--- src/rtl/tpu_cmd_pkg.sv ---
// ----------------------------------------------------------------------------
// tpu_cmd_pkg
// Shared definitions for the TPU tile command port. Both the host-side issuer
// and the control unit import this package, so the command layout lives here.
//   command_t      : packed tile command, addr_d in the MSBs, len_m in the LSBs
//   issuer_state_t : issuer FSM encoding
//   tile_len()     : length of a tile edge given the remaining extent
// ----------------------------------------------------------------------------
package tpu_cmd_pkg;

    localparam int CMD_ADDR_WIDTH      = 10;
    localparam int TILE_W              = 16;
    localparam int CMD_MAX_OUTSTANDING = 4;
    localparam int LEN_WIDTH           = 8;
    localparam int CMD_WIDTH           = 64;
    localparam int OUT_WIDTH           = $clog2(CMD_MAX_OUTSTANDING + 1);

    // Field order matches cmd_data bit order (first field = MSBs).
    typedef struct packed {
        logic [CMD_ADDR_WIDTH-1:0] addr_d;
        logic [CMD_ADDR_WIDTH-1:0] addr_c;
        logic [CMD_ADDR_WIDTH-1:0] addr_b;
        logic [CMD_ADDR_WIDTH-1:0] addr_a;
        logic [LEN_WIDTH-1:0]      len_n;
        logic [LEN_WIDTH-1:0]      len_k;
        logic [LEN_WIDTH-1:0]      len_m;
    } command_t;

    typedef enum logic [1:0] {
        ST_IDLE  = 2'd0,
        ST_ISSUE = 2'd1,
        ST_DRAIN = 2'd2
    } issuer_state_t;

    // Tile edge length: a full tile unless fewer rows/cols remain.
    function automatic logic [LEN_WIDTH-1:0] tile_len(input logic [LEN_WIDTH-1:0] remainder);
        if (remainder > LEN_WIDTH'(TILE_W)) begin
            return LEN_WIDTH'(TILE_W);
        end else begin
            return remainder;
        end
    endfunction

endpackage

--- src/rtl/tile_cmd_issuer_if.sv ---
// ----------------------------------------------------------------------------
// tile_cmd_issuer_if
// Bundles the job request side (host/CSR front-end) and the command stream
// side (control unit) of the tile command issuer.
//   job_*        : job request and its result pulses
//   cmd_*        : valid/ready tile command stream, 64-bit payload
//   done_irq     : one pulse per completed tile from the control unit
//   outstanding  : tiles issued but not yet completed
//   issuer_busy  : issuer is working on a job
// modport master : the issuer's view; modport slave : the environment's view
// ----------------------------------------------------------------------------
interface tile_cmd_issuer_if
    import tpu_cmd_pkg::*;
#(
    parameter int ADDR_WIDTH = CMD_ADDR_WIDTH,
    parameter int CNT_WIDTH  = OUT_WIDTH
);
    logic                   job_valid;
    logic                   job_ready;
    logic [LEN_WIDTH-1:0]   job_dim_m;
    logic [LEN_WIDTH-1:0]   job_dim_n;
    logic [LEN_WIDTH-1:0]   job_dim_k;
    logic [ADDR_WIDTH-1:0]  job_base_a;
    logic [ADDR_WIDTH-1:0]  job_base_b;
    logic [ADDR_WIDTH-1:0]  job_base_c;
    logic [ADDR_WIDTH-1:0]  job_base_d;
    logic                   cmd_valid;
    logic [CMD_WIDTH-1:0]   cmd_data;
    logic                   cmd_ready;
    logic                   done_irq;
    logic                   job_done;
    logic                   job_err;
    logic [CNT_WIDTH-1:0]   outstanding;
    logic                   issuer_busy;

    modport master (
        input  job_valid, job_dim_m, job_dim_n, job_dim_k,
        input  job_base_a, job_base_b, job_base_c, job_base_d,
        input  cmd_ready, done_irq,
        output job_ready, cmd_valid, cmd_data,
        output job_done, job_err, outstanding, issuer_busy
    );

    modport slave (
        output job_valid, job_dim_m, job_dim_n, job_dim_k,
        output job_base_a, job_base_b, job_base_c, job_base_d,
        output cmd_ready, done_irq,
        input  job_ready, cmd_valid, cmd_data,
        input  job_done, job_err, outstanding, issuer_busy
    );

endinterface

--- src/rtl/tile_cmd_issuer_walker.sv ---
// ----------------------------------------------------------------------------
// tile_walker
// Walks the M x N output tile grid in row-major order (n inner, m outer) and
// presents the current tile as a command_t. Addresses advance by W per step,
// wrapping modulo 2^ADDR_WIDTH; no multipliers.
//   clk, rst        : clock, async active-high reset
//   load            : capture a new job; the tile view shows tile (0,0) this cycle
//   advance         : step to the next tile at the clock edge
//   dim_*, base_*   : job fields, sampled when load = 1
//   tile_cmd        : current tile command (combinational)
//   last_tile       : current tile is the final tile of the job
// load and advance may be asserted together: tile (0,0) is consumed at once.
// ----------------------------------------------------------------------------
module tile_walker
    import tpu_cmd_pkg::*;
#(
    parameter int ADDR_WIDTH = CMD_ADDR_WIDTH,
    parameter int W          = TILE_W
) (
    input  logic                   clk,
    input  logic                   rst,
    input  logic                   load,
    input  logic                   advance,
    input  logic [LEN_WIDTH-1:0]   dim_m,
    input  logic [LEN_WIDTH-1:0]   dim_n,
    input  logic [LEN_WIDTH-1:0]   dim_k,
    input  logic [ADDR_WIDTH-1:0]  base_a,
    input  logic [ADDR_WIDTH-1:0]  base_b,
    input  logic [ADDR_WIDTH-1:0]  base_c,
    input  logic [ADDR_WIDTH-1:0]  base_d,
    output command_t               tile_cmd,
    output logic                   last_tile
);

    localparam logic [ADDR_WIDTH-1:0] ADDR_STEP = ADDR_WIDTH'(W);
    localparam logic [LEN_WIDTH-1:0]  LEN_STEP  = LEN_WIDTH'(W);

    typedef struct packed {
        logic [LEN_WIDTH-1:0]  m_idx;
        logic [LEN_WIDTH-1:0]  n_idx;
        logic [LEN_WIDTH-1:0]  tiles_m;
        logic [LEN_WIDTH-1:0]  tiles_n;
        logic [LEN_WIDTH-1:0]  rem_m;   // dim_m - m_idx*W
        logic [LEN_WIDTH-1:0]  rem_n;   // dim_n - n_idx*W
        logic [LEN_WIDTH-1:0]  dim_n;
        logic [LEN_WIDTH-1:0]  dim_k;
        logic [ADDR_WIDTH-1:0] base_b;
        logic [ADDR_WIDTH-1:0] addr_a;
        logic [ADDR_WIDTH-1:0] addr_b;
        logic [ADDR_WIDTH-1:0] addr_c;
        logic [ADDR_WIDTH-1:0] addr_d;
    } walk_t;

    walk_t walk_r;
    walk_t cur_s;
    walk_t nxt_s;

    // ceil(dim / W)
    function automatic logic [LEN_WIDTH-1:0] tile_count(input logic [LEN_WIDTH-1:0] dim);
        logic [LEN_WIDTH:0] sum;
        sum = {1'b0, dim} + (LEN_WIDTH + 1)'(W - 1);
        return LEN_WIDTH'(sum / (LEN_WIDTH + 1)'(W));
    endfunction

    // Current tile view: a fresh job bypasses the registers so tile (0,0) is usable immediately.
    always_comb begin
        cur_s = walk_r;
        if (load) begin
            cur_s.m_idx   = 8'd0;
            cur_s.n_idx   = 8'd0;
            cur_s.tiles_m = tile_count(dim_m);
            cur_s.tiles_n = tile_count(dim_n);
            cur_s.rem_m   = dim_m;
            cur_s.rem_n   = dim_n;
            cur_s.dim_n   = dim_n;
            cur_s.dim_k   = dim_k;
            cur_s.base_b  = base_b;
            cur_s.addr_a  = base_a;
            cur_s.addr_b  = base_b;
            cur_s.addr_c  = base_c;
            cur_s.addr_d  = base_d;
        end else begin
            cur_s = walk_r;
        end
    end

    // Next tile: C/D step every tile; A steps and B rewinds when a tile row completes.
    always_comb begin
        nxt_s = cur_s;
        if (advance) begin
            nxt_s.addr_c = cur_s.addr_c + ADDR_STEP;
            nxt_s.addr_d = cur_s.addr_d + ADDR_STEP;
            if (cur_s.n_idx == (cur_s.tiles_n - 8'd1)) begin
                nxt_s.n_idx  = 8'd0;
                nxt_s.m_idx  = cur_s.m_idx + 8'd1;
                nxt_s.rem_n  = cur_s.dim_n;
                nxt_s.rem_m  = cur_s.rem_m - LEN_STEP;
                nxt_s.addr_a = cur_s.addr_a + ADDR_STEP;
                nxt_s.addr_b = cur_s.base_b;
            end else begin
                nxt_s.n_idx  = cur_s.n_idx + 8'd1;
                nxt_s.rem_n  = cur_s.rem_n - LEN_STEP;
                nxt_s.addr_b = cur_s.addr_b + ADDR_STEP;
            end
        end else begin
            nxt_s = cur_s;
        end
    end

    // Walker state register.
    always_ff @(posedge clk or posedge rst) begin
        if (rst) begin
            walk_r <= '0;
        end else begin
            walk_r <= nxt_s;
        end
    end

    // Command fields and last-tile flag for the current tile.
    always_comb begin
        tile_cmd.addr_d = cur_s.addr_d;
        tile_cmd.addr_c = cur_s.addr_c;
        tile_cmd.addr_b = cur_s.addr_b;
        tile_cmd.addr_a = cur_s.addr_a;
        tile_cmd.len_n  = tile_len(cur_s.rem_n);
        tile_cmd.len_k  = cur_s.dim_k;
        tile_cmd.len_m  = tile_len(cur_s.rem_m);
        last_tile       = (cur_s.m_idx == (cur_s.tiles_m - 8'd1)) &&
                          (cur_s.n_idx == (cur_s.tiles_n - 8'd1));
    end

endmodule

--- src/rtl/tile_cmd_issuer.sv ---
// ----------------------------------------------------------------------------
// tile_cmd_issuer
// Splits one GEMM job into WxW tile commands for the TPU control unit, keeps
// at most MAX_OUTSTANDING tiles in flight and reports job completion.
//   clk  : clock
//   rst  : asynchronous active-high reset (drops any job in progress)
//   bus  : tile_cmd_issuer_if.master -- job request, command stream,
//          done_irq, job_done/job_err pulses, outstanding count, busy flag
// All outputs are registered. Flow: IDLE -> ISSUE -> DRAIN -> IDLE.
// ----------------------------------------------------------------------------
module tile_cmd_issuer
    import tpu_cmd_pkg::*;
#(
    parameter int ADDR_WIDTH           = CMD_ADDR_WIDTH,
    parameter int SYSTOLIC_ARRAY_WIDTH = TILE_W,
    parameter int MAX_OUTSTANDING      = CMD_MAX_OUTSTANDING
) (
    input  logic            clk,
    input  logic            rst,
    tile_cmd_issuer_if.master bus
);

    localparam int CNT_W = $clog2(MAX_OUTSTANDING + 1);

    // The command layout only closes at 64 bits for the package geometry.
    if (((4 * ADDR_WIDTH) + 24) != CMD_WIDTH || ADDR_WIDTH != CMD_ADDR_WIDTH ||
        SYSTOLIC_ARRAY_WIDTH != TILE_W) begin : g_bad_cfg
        $error("tile_cmd_issuer: unsupported ADDR_WIDTH/SYSTOLIC_ARRAY_WIDTH");
    end

    issuer_state_t        state_r;
    issuer_state_t        state_s;
    logic [CNT_W-1:0]     outstanding_r;
    logic [CNT_W-1:0]     cnt_nxt_s;
    logic [CNT_W:0]       committed_s;
    command_t             cmd_r;
    logic                 cmd_valid_r;
    logic                 cmd_last_r;
    logic                 all_loaded_r;
    logic                 job_ready_r;
    logic                 job_err_r;
    logic                 job_done_r;
    logic                 issuer_busy_r;

    logic                 accept_s;
    logic                 job_bad_s;
    logic                 xfer_s;
    logic                 done_s;
    logic                 room_s;
    logic                 slot_free_s;
    logic                 start_s;
    logic                 issue_s;
    logic                 job_err_s;
    logic                 job_done_s;
    command_t             tile_cmd_s;
    logic                 last_tile_s;

    tile_walker #(
        .ADDR_WIDTH (ADDR_WIDTH),
        .W          (SYSTOLIC_ARRAY_WIDTH)
    ) u_walker (
        .clk       (clk),
        .rst       (rst),
        .load      (start_s),
        .advance   (issue_s),
        .dim_m     (bus.job_dim_m),
        .dim_n     (bus.job_dim_n),
        .dim_k     (bus.job_dim_k),
        .base_a    (bus.job_base_a),
        .base_b    (bus.job_base_b),
        .base_c    (bus.job_base_c),
        .base_d    (bus.job_base_d),
        .tile_cmd  (tile_cmd_s),
        .last_tile (last_tile_s)
    );

    // Handshake decode and outstanding arithmetic.
    always_comb begin
        accept_s    = bus.job_valid && job_ready_r;
        job_bad_s   = (bus.job_dim_m == 8'd0) || (bus.job_dim_n == 8'd0) ||
                      (bus.job_dim_k == 8'd0) ||
                      (bus.job_dim_k > LEN_WIDTH'(SYSTOLIC_ARRAY_WIDTH));
        xfer_s      = cmd_valid_r && bus.cmd_ready;
        // A done_irq with nothing in flight is ignored.
        done_s      = bus.done_irq && (outstanding_r != {CNT_W{1'b0}});
        cnt_nxt_s   = outstanding_r + CNT_W'(xfer_s) - CNT_W'(done_s);
        // Count after this edge, ignoring any same-cycle done_irq; a new
        // command may only be loaded if that still leaves room.
        committed_s = {1'b0, outstanding_r} + (CNT_W + 1)'(xfer_s);
        room_s      = committed_s < (CNT_W + 1)'(MAX_OUTSTANDING);
        slot_free_s = !cmd_valid_r || xfer_s;
    end

    // FSM next state and per-cycle control.
    always_comb begin
        state_s    = state_r;
        start_s    = 1'b0;
        issue_s    = 1'b0;
        job_err_s  = 1'b0;
        job_done_s = 1'b0;
        case (state_r)
            ST_IDLE: begin
                if (accept_s && job_bad_s) begin
                    job_err_s = 1'b1;
                end else if (accept_s) begin
                    // Tile (0,0) goes straight into the output register.
                    start_s = 1'b1;
                    issue_s = 1'b1;
                    state_s = ST_ISSUE;
                end else begin
                    state_s = ST_IDLE;
                end
            end
            ST_ISSUE: begin
                issue_s = !all_loaded_r && slot_free_s && room_s;
                if (xfer_s && cmd_last_r) begin
                    state_s = ST_DRAIN;
                end else begin
                    state_s = ST_ISSUE;
                end
            end
            ST_DRAIN: begin
                if (cnt_nxt_s == {CNT_W{1'b0}}) begin
                    state_s    = ST_IDLE;
                    job_done_s = 1'b1;
                end else begin
                    state_s = ST_DRAIN;
                end
            end
            default: begin
                state_s = ST_IDLE;
            end
        endcase
    end

    // FSM state register.
    always_ff @(posedge clk or posedge rst) begin
        if (rst) begin
            state_r <= ST_IDLE;
        end else begin
            state_r <= state_s;
        end
    end

    // Tiles in flight: +1 per transfer, -1 per accepted done_irq.
    always_ff @(posedge clk or posedge rst) begin
        if (rst) begin
            outstanding_r <= {CNT_W{1'b0}};
        end else begin
            outstanding_r <= cnt_nxt_s;
        end
    end

    // Command output register; holds until the control unit takes it.
    always_ff @(posedge clk or posedge rst) begin
        if (rst) begin
            cmd_r        <= '0;
            cmd_valid_r  <= 1'b0;
            cmd_last_r   <= 1'b0;
            all_loaded_r <= 1'b0;
        end else if (issue_s) begin
            cmd_r        <= tile_cmd_s;
            cmd_valid_r  <= 1'b1;
            cmd_last_r   <= last_tile_s;
            all_loaded_r <= last_tile_s;
        end else if (xfer_s) begin
            cmd_valid_r  <= 1'b0;
        end else begin
            cmd_valid_r  <= cmd_valid_r;
        end
    end

    // Job status outputs and result pulses.
    always_ff @(posedge clk or posedge rst) begin
        if (rst) begin
            job_ready_r   <= 1'b1;
            issuer_busy_r <= 1'b0;
            job_err_r     <= 1'b0;
            job_done_r    <= 1'b0;
        end else begin
            job_ready_r   <= (state_s == ST_IDLE);
            issuer_busy_r <= (state_s != ST_IDLE);
            job_err_r     <= job_err_s;
            job_done_r    <= job_done_s;
        end
    end

    assign bus.job_ready   = job_ready_r;
    assign bus.cmd_valid   = cmd_valid_r;
    assign bus.cmd_data    = cmd_r;
    assign bus.job_done    = job_done_r;
    assign bus.job_err     = job_err_r;
    assign bus.outstanding = outstanding_r;
    assign bus.issuer_busy = issuer_busy_r;

endmodule

--- src/flat_wrapper.sv ---
// flat-port wrapper written by rule: the top's interface ports become plain ports
module tile_cmd_issuer_flat import tpu_cmd_pkg::*;
#(
    parameter int ADDR_WIDTH           = CMD_ADDR_WIDTH,
    parameter int SYSTOLIC_ARRAY_WIDTH = TILE_W,
    parameter int MAX_OUTSTANDING      = CMD_MAX_OUTSTANDING
)
  (clk, rst, bus_job_valid, bus_job_dim_m, bus_job_dim_n, bus_job_dim_k, bus_job_base_a, bus_job_base_b, bus_job_base_c, bus_job_base_d, bus_cmd_ready, bus_done_irq, bus_job_ready, bus_cmd_valid, bus_cmd_data, bus_job_done, bus_job_err, bus_outstanding, bus_issuer_busy);
  tile_cmd_issuer_if #(.ADDR_WIDTH(ADDR_WIDTH), .CNT_WIDTH(3)) bus_i ();
  input  logic clk;
  input  logic rst;
  input wire logic [$bits(bus_i.job_valid)-1:0] bus_job_valid;
  input wire logic [$bits(bus_i.job_dim_m)-1:0] bus_job_dim_m;
  input wire logic [$bits(bus_i.job_dim_n)-1:0] bus_job_dim_n;
  input wire logic [$bits(bus_i.job_dim_k)-1:0] bus_job_dim_k;
  input wire logic [$bits(bus_i.job_base_a)-1:0] bus_job_base_a;
  input wire logic [$bits(bus_i.job_base_b)-1:0] bus_job_base_b;
  input wire logic [$bits(bus_i.job_base_c)-1:0] bus_job_base_c;
  input wire logic [$bits(bus_i.job_base_d)-1:0] bus_job_base_d;
  input wire logic [$bits(bus_i.cmd_ready)-1:0] bus_cmd_ready;
  input wire logic [$bits(bus_i.done_irq)-1:0] bus_done_irq;
  output wire logic [$bits(bus_i.job_ready)-1:0] bus_job_ready;
  output wire logic [$bits(bus_i.cmd_valid)-1:0] bus_cmd_valid;
  output wire logic [$bits(bus_i.cmd_data)-1:0] bus_cmd_data;
  output wire logic [$bits(bus_i.job_done)-1:0] bus_job_done;
  output wire logic [$bits(bus_i.job_err)-1:0] bus_job_err;
  output wire logic [$bits(bus_i.outstanding)-1:0] bus_outstanding;
  output wire logic [$bits(bus_i.issuer_busy)-1:0] bus_issuer_busy;
  assign bus_i.job_valid = bus_job_valid;
  assign bus_i.job_dim_m = bus_job_dim_m;
  assign bus_i.job_dim_n = bus_job_dim_n;
  assign bus_i.job_dim_k = bus_job_dim_k;
  assign bus_i.job_base_a = bus_job_base_a;
  assign bus_i.job_base_b = bus_job_base_b;
  assign bus_i.job_base_c = bus_job_base_c;
  assign bus_i.job_base_d = bus_job_base_d;
  assign bus_i.cmd_ready = bus_cmd_ready;
  assign bus_i.done_irq = bus_done_irq;
  assign bus_job_ready = bus_i.job_ready;
  assign bus_cmd_valid = bus_i.cmd_valid;
  assign bus_cmd_data = bus_i.cmd_data;
  assign bus_job_done = bus_i.job_done;
  assign bus_job_err = bus_i.job_err;
  assign bus_outstanding = bus_i.outstanding;
  assign bus_issuer_busy = bus_i.issuer_busy;
  tile_cmd_issuer #(.ADDR_WIDTH(ADDR_WIDTH), .SYSTOLIC_ARRAY_WIDTH(SYSTOLIC_ARRAY_WIDTH), .MAX_OUTSTANDING(MAX_OUTSTANDING)) u_core (.clk(clk), .rst(rst), .bus(bus_i));
endmodule
--- config.mk ---
export PLATFORM = sky130hd
export DESIGN_NAME = tile_cmd_issuer_flat
export DESIGN_NICKNAME = d
export VERILOG_FILES = /design/src/rtl/tpu_cmd_pkg.sv /design/src/rtl/tile_cmd_issuer_if.sv /design/src/rtl/tile_cmd_issuer_walker.sv /design/src/rtl/tile_cmd_issuer.sv /design/src/flat_wrapper.sv
export SDC_FILE = /design/constraint.sdc
export NUM_CORES = 1
export LEC_CHECK = 0
export ABC_AREA = 1
export BUFFER_PORTS_ARGS = -buffer_cell sky130_fd_sc_hd__buf_2
export CAP_MARGIN = 20
export CORE_MARGIN = 2
export CORE_UTILIZATION = 60
export CTS_BUF_LIST = sky130_fd_sc_hd__clkbuf_2
export DETAILED_ROUTE_END_ITERATION = 16
export HOLD_SLACK_MARGIN = 0.1
export PLACE_DENSITY = 0.91
export SLEW_MARGIN = 30
export SYNTH_ARGS = -nofsm -noshare
export SYNTH_HDL_FRONTEND = slang
export SYNTH_HIERARCHICAL = 1
export SYNTH_SLANG_ARGS = --single-unit
--- constraint.sdc ---
create_clock -name clk -period 4.9 [get_ports clk]
set_clock_uncertainty 0.2 [all_clocks]
set_input_delay 0.49 -clock clk [delete_from_list [all_inputs] [get_ports clk]]
set_output_delay 0.49 -clock clk [all_outputs]
set_load 0.02 [all_outputs]
==> impl_metrics.yaml <==
timing:
  finalWorstSetupSlack_ns: 0.528
  rsz0062_at_grt: "false"
  min_period_ns: 4.37
  report.final.slew_viol_count: 0
  relSlewSlack_pct: 44.7
  finalSetupViolCount: 0
  clock.fmax_mhz: 229
  worstMarginPinSlew_ns: 0.830
  hold_violations: 0
  fin_setup_tns_ns: 0
  final.period_utilization_pct: 89.2
worst_setup_path:
  cp.required_ns: 5.38
  rr_worst_depth: 19
  startpoint_type: "input pin"
  cp_max_fo: 53
  r2r_slack_ns: 0.59
  r2r_start: "u_core/bus.job_ready"
  rr_endpoint: "u_core/u_walker/walk_r[35]"
  critical_path_class: "in2reg"
  arrival_ns: 4.85
  cp-end-kind: "flip-flop"
layout:
  drive_gt1_share_pct: 17.1
  fin_cells: 1684
  nNetsFinal: 1536
  n_antenna_cell: 0
  area_delta_synth_final_pct: 12.8
place:
  placed_cells: 1580
  pre_cts_ws_ns: 0.379
  dp_hpwl_um: 16300
  portBuffers: 140
  place_congestion: 0.877
synth:
  yosys.area.top_type_share_pct: 46.1
  synth_cells: 1315
  synth_area_leader_cell: "dfrtp_1"
  synth_ff_type: "dfrtp_1"
  ys.warnings.count: 6
  yosysMostFrequentCell: "nand2_1"
  syn_area_sq_um: 10200
  avgSynthCellArea_sq_um: 7.76
  synth_seq_cells: 189
  ys_types: 46
  ys_seq_area_share_pct: 46.4
  ys_top_cells_by_count: "492 x nand2_1, 188 x dfrtp_1, 134 x nand3_1, 116 x inv_1, 61 x nor2_1"
  synth_edf_count: 0
  postSynth.asyncResetShare_pct: 100
  synth.top_cells.by_area: "dfrtp_1 46%, nand2_1 18%, nand3_1 6.6%"
die:
  core_sq_um: 16600
  die_w_um: 134
  rows: 47
  initial_core_util_pct: 61.5
  dieArea_sq_um: 18100
  dieHeight_um: 134
  ios: 141
drt:
  wl_per_cell_um: 14.9
  drcViolationCount: 0
  viasPerCell: 5.40
  num_vias: 9096
  drt-pass1-iter-count: 7
  ant_nets: 0
  drt_iter0_drc: 804
  routed_wirelength_um: 25100
global_route:
  use_met3_pct: 5.67
  grt_first_pass_wirelength_um: 41100
  track_usage_pct: 28.3
  antenna_found_initial: 1
  use_met1_pct: 38.0
  grt_max_degree: 80
  busiest_layer: "met2"
  gr-usage-met2_pct: 46.3
  grt_pass1_vias: 8629
  grt_overflow_total: 0
pwr:
  clkPwrFrac_pct: 12.4
  powerDensity_nw_per_um2: 534
  p_leak_nw: 6.61
  switching_power_mw: 2.80
  internal-power_mw: 3.35
  vdd_drop_max_uv: 314
  sequentialPowerShare_pct: 38.9
  swShare_pct: 45.5
  comb_power_share_pct: 48.7
status:
  status: "completed"
min_path:
  hold_class: "in2async"
clocking:
  clk_pin_slew_worst_paths_ns: 0.26
  clk_root_buffer_cell: "clkbuf_2"
  numCtsBuffers: 17
  ctsHtreeMaxLevel: 4
  clockBufferDepth: 2
  cts_tree: "done"
  worstSkewPairLatency_ns: 0.76
  cts_resized: 0
  numClockSinks: 189
job:
  cap_violations: 0
-- kinds of logic (layout without fill, tap and decap cells) --
logic type | Yosys count | count (layout) | synth area share, %
and+or+nand+nor | 773 | 773 | 33.3
buffers and inverters | 233 | 379 | 11.8
DFF | 189 | 189 | 46.4
AOI/OAI and AO/OA | 74 | 74 | 3.95
xor gates and xnor gates | 28 | 28 | 2.40
adders and majority gates | 16 | 16 | 2.04
other | 1 | 4 | 0.0368
muxes | 1 | 1 | 0.0982
-- layer usage --
layer | up-vias | routed length [um] | part of all wire, %
met5 | - | 11 | 0.044
met4 | 2 | 659 | 2.6
met3 | 75 | 2030 | 8.1
met2 | 417 | 12100 | 48
met1 | 4289 | 10400 | 41
li1 | 4313 | - | -
-- state kept, by name, indices dropped and copies added, names as in the netlist --
signal and flops:
u_core/bus.cmd_data 64, u_core/all_loaded_r 1, u_core/state_r 2, u_core/bus.job_err 1
u_core/bus.job_ready 1, u_core/bus.cmd_valid 1, u_core/bus.outstanding 3, u_core/bus.issuer_busy 1
u_core/bus.job_done 1, u_core/u_walker/walk_r 114
-- final cells by class --
class	instances	area [sq um]
sequential	189	4730
fill	1294	5080
inverter	125	478
clock buffer	18	90.1
timing repair buffer	222	1500
clock inverter	14	148
tap	220	275
multi-input combinational	896	4290
-- cells in the final DEF (no fill, tap or decap), types with 18 or more instances in the layout --
cell and count:
nand2_1 491, nand3_1 134, a21oi_1 21, nor2_1 61
xor2_1 23, o21ai_0 34, dlygate4sd3_1 72, or2_2 18
buf_2 140, clkbuf_2 18, inv_1 113, dfrtp_1 188
-- stage by stage --
step,instance area [sq um],power (mW),hold WS (ns),util (%)
final,11500,6.14,0.189,69.4
after global routing,11500,6.61,0.164,69.4
after CTS,11500,6.11,0.128,69.4
after detailed placement,10500,5.29,0.256,63.6
after global placement,10500,5.15,0.242,63.6
after floorplan,10200,4.76,0.230,-
-- power groups by stage --
stage	Combinational, mW	Clock (mW)	Sequential [mW]
after floorplan	2.07	0	2.69
after global placement	2.76	0	2.39
after detailed placement	2.88	0	2.42
after CTS	2.94	0.784	2.38
after global routing	3.31	0.851	2.44
final	2.99	0.760	2.39
-- what timing repair did --
item | 4_1_cts | 5_1_grt
buffers inserted | 0 | 0
hold buffers | 72 | 0
endpoints found under the setup margin | 0 | 0
hold endpoints to repair | 272 | 0
-- critical path, cell delays in order --
cell and delay (ns):
dlygate4sd3_1 0.53, buf_2 0.14, nor2_1 0.10, nand2_1 0.10, nor2_1 0.36, nor2_1 0.10, nand4_1 0.13, inv_2 0.20
inv_4 0.18, buf_4 0.52, nand2_1 0.20, xor2_1 0.18, a21oi_1 0.12, nand2_1 0.07, inv_1 0.05, nand2_1 0.05
nor2_1 0.15, nand3_2 0.14, nor2_8 0.29, nand2_4 0.23, nor2_8 0.30, nand2_1 0.10, o21ai_1 0.10
-- worst max-delay path by stage --
| stage | startpoint | end | slack [ns] | cells past startpoint |
|---|---|---|---|---|
| after global placement | bus_job_dim_m[6] | u_core/u_walker/walk_r[66] | 0.52 | 21 |
| after global routing | bus_job_dim_m[3] | u_core/u_walker/walk_r[35] | 0.16 | 23 |
| after CTS | bus_job_dim_m[6] | u_core/u_walker/walk_r[35] | 0.66 | 23 |
| after floorplan | u_core/bus.job_ready | u_core/u_walker/walk_r[36] | 1.16 | 27 |
| after detailed placement | bus_job_dim_m[6] | u_core/u_walker/walk_r[35] | 0.38 | 22 |
| final | bus_job_dim_m[3] | u_core/u_walker/walk_r[35] | 0.53 | 23 |
Power figures use the tool's default switching activity.
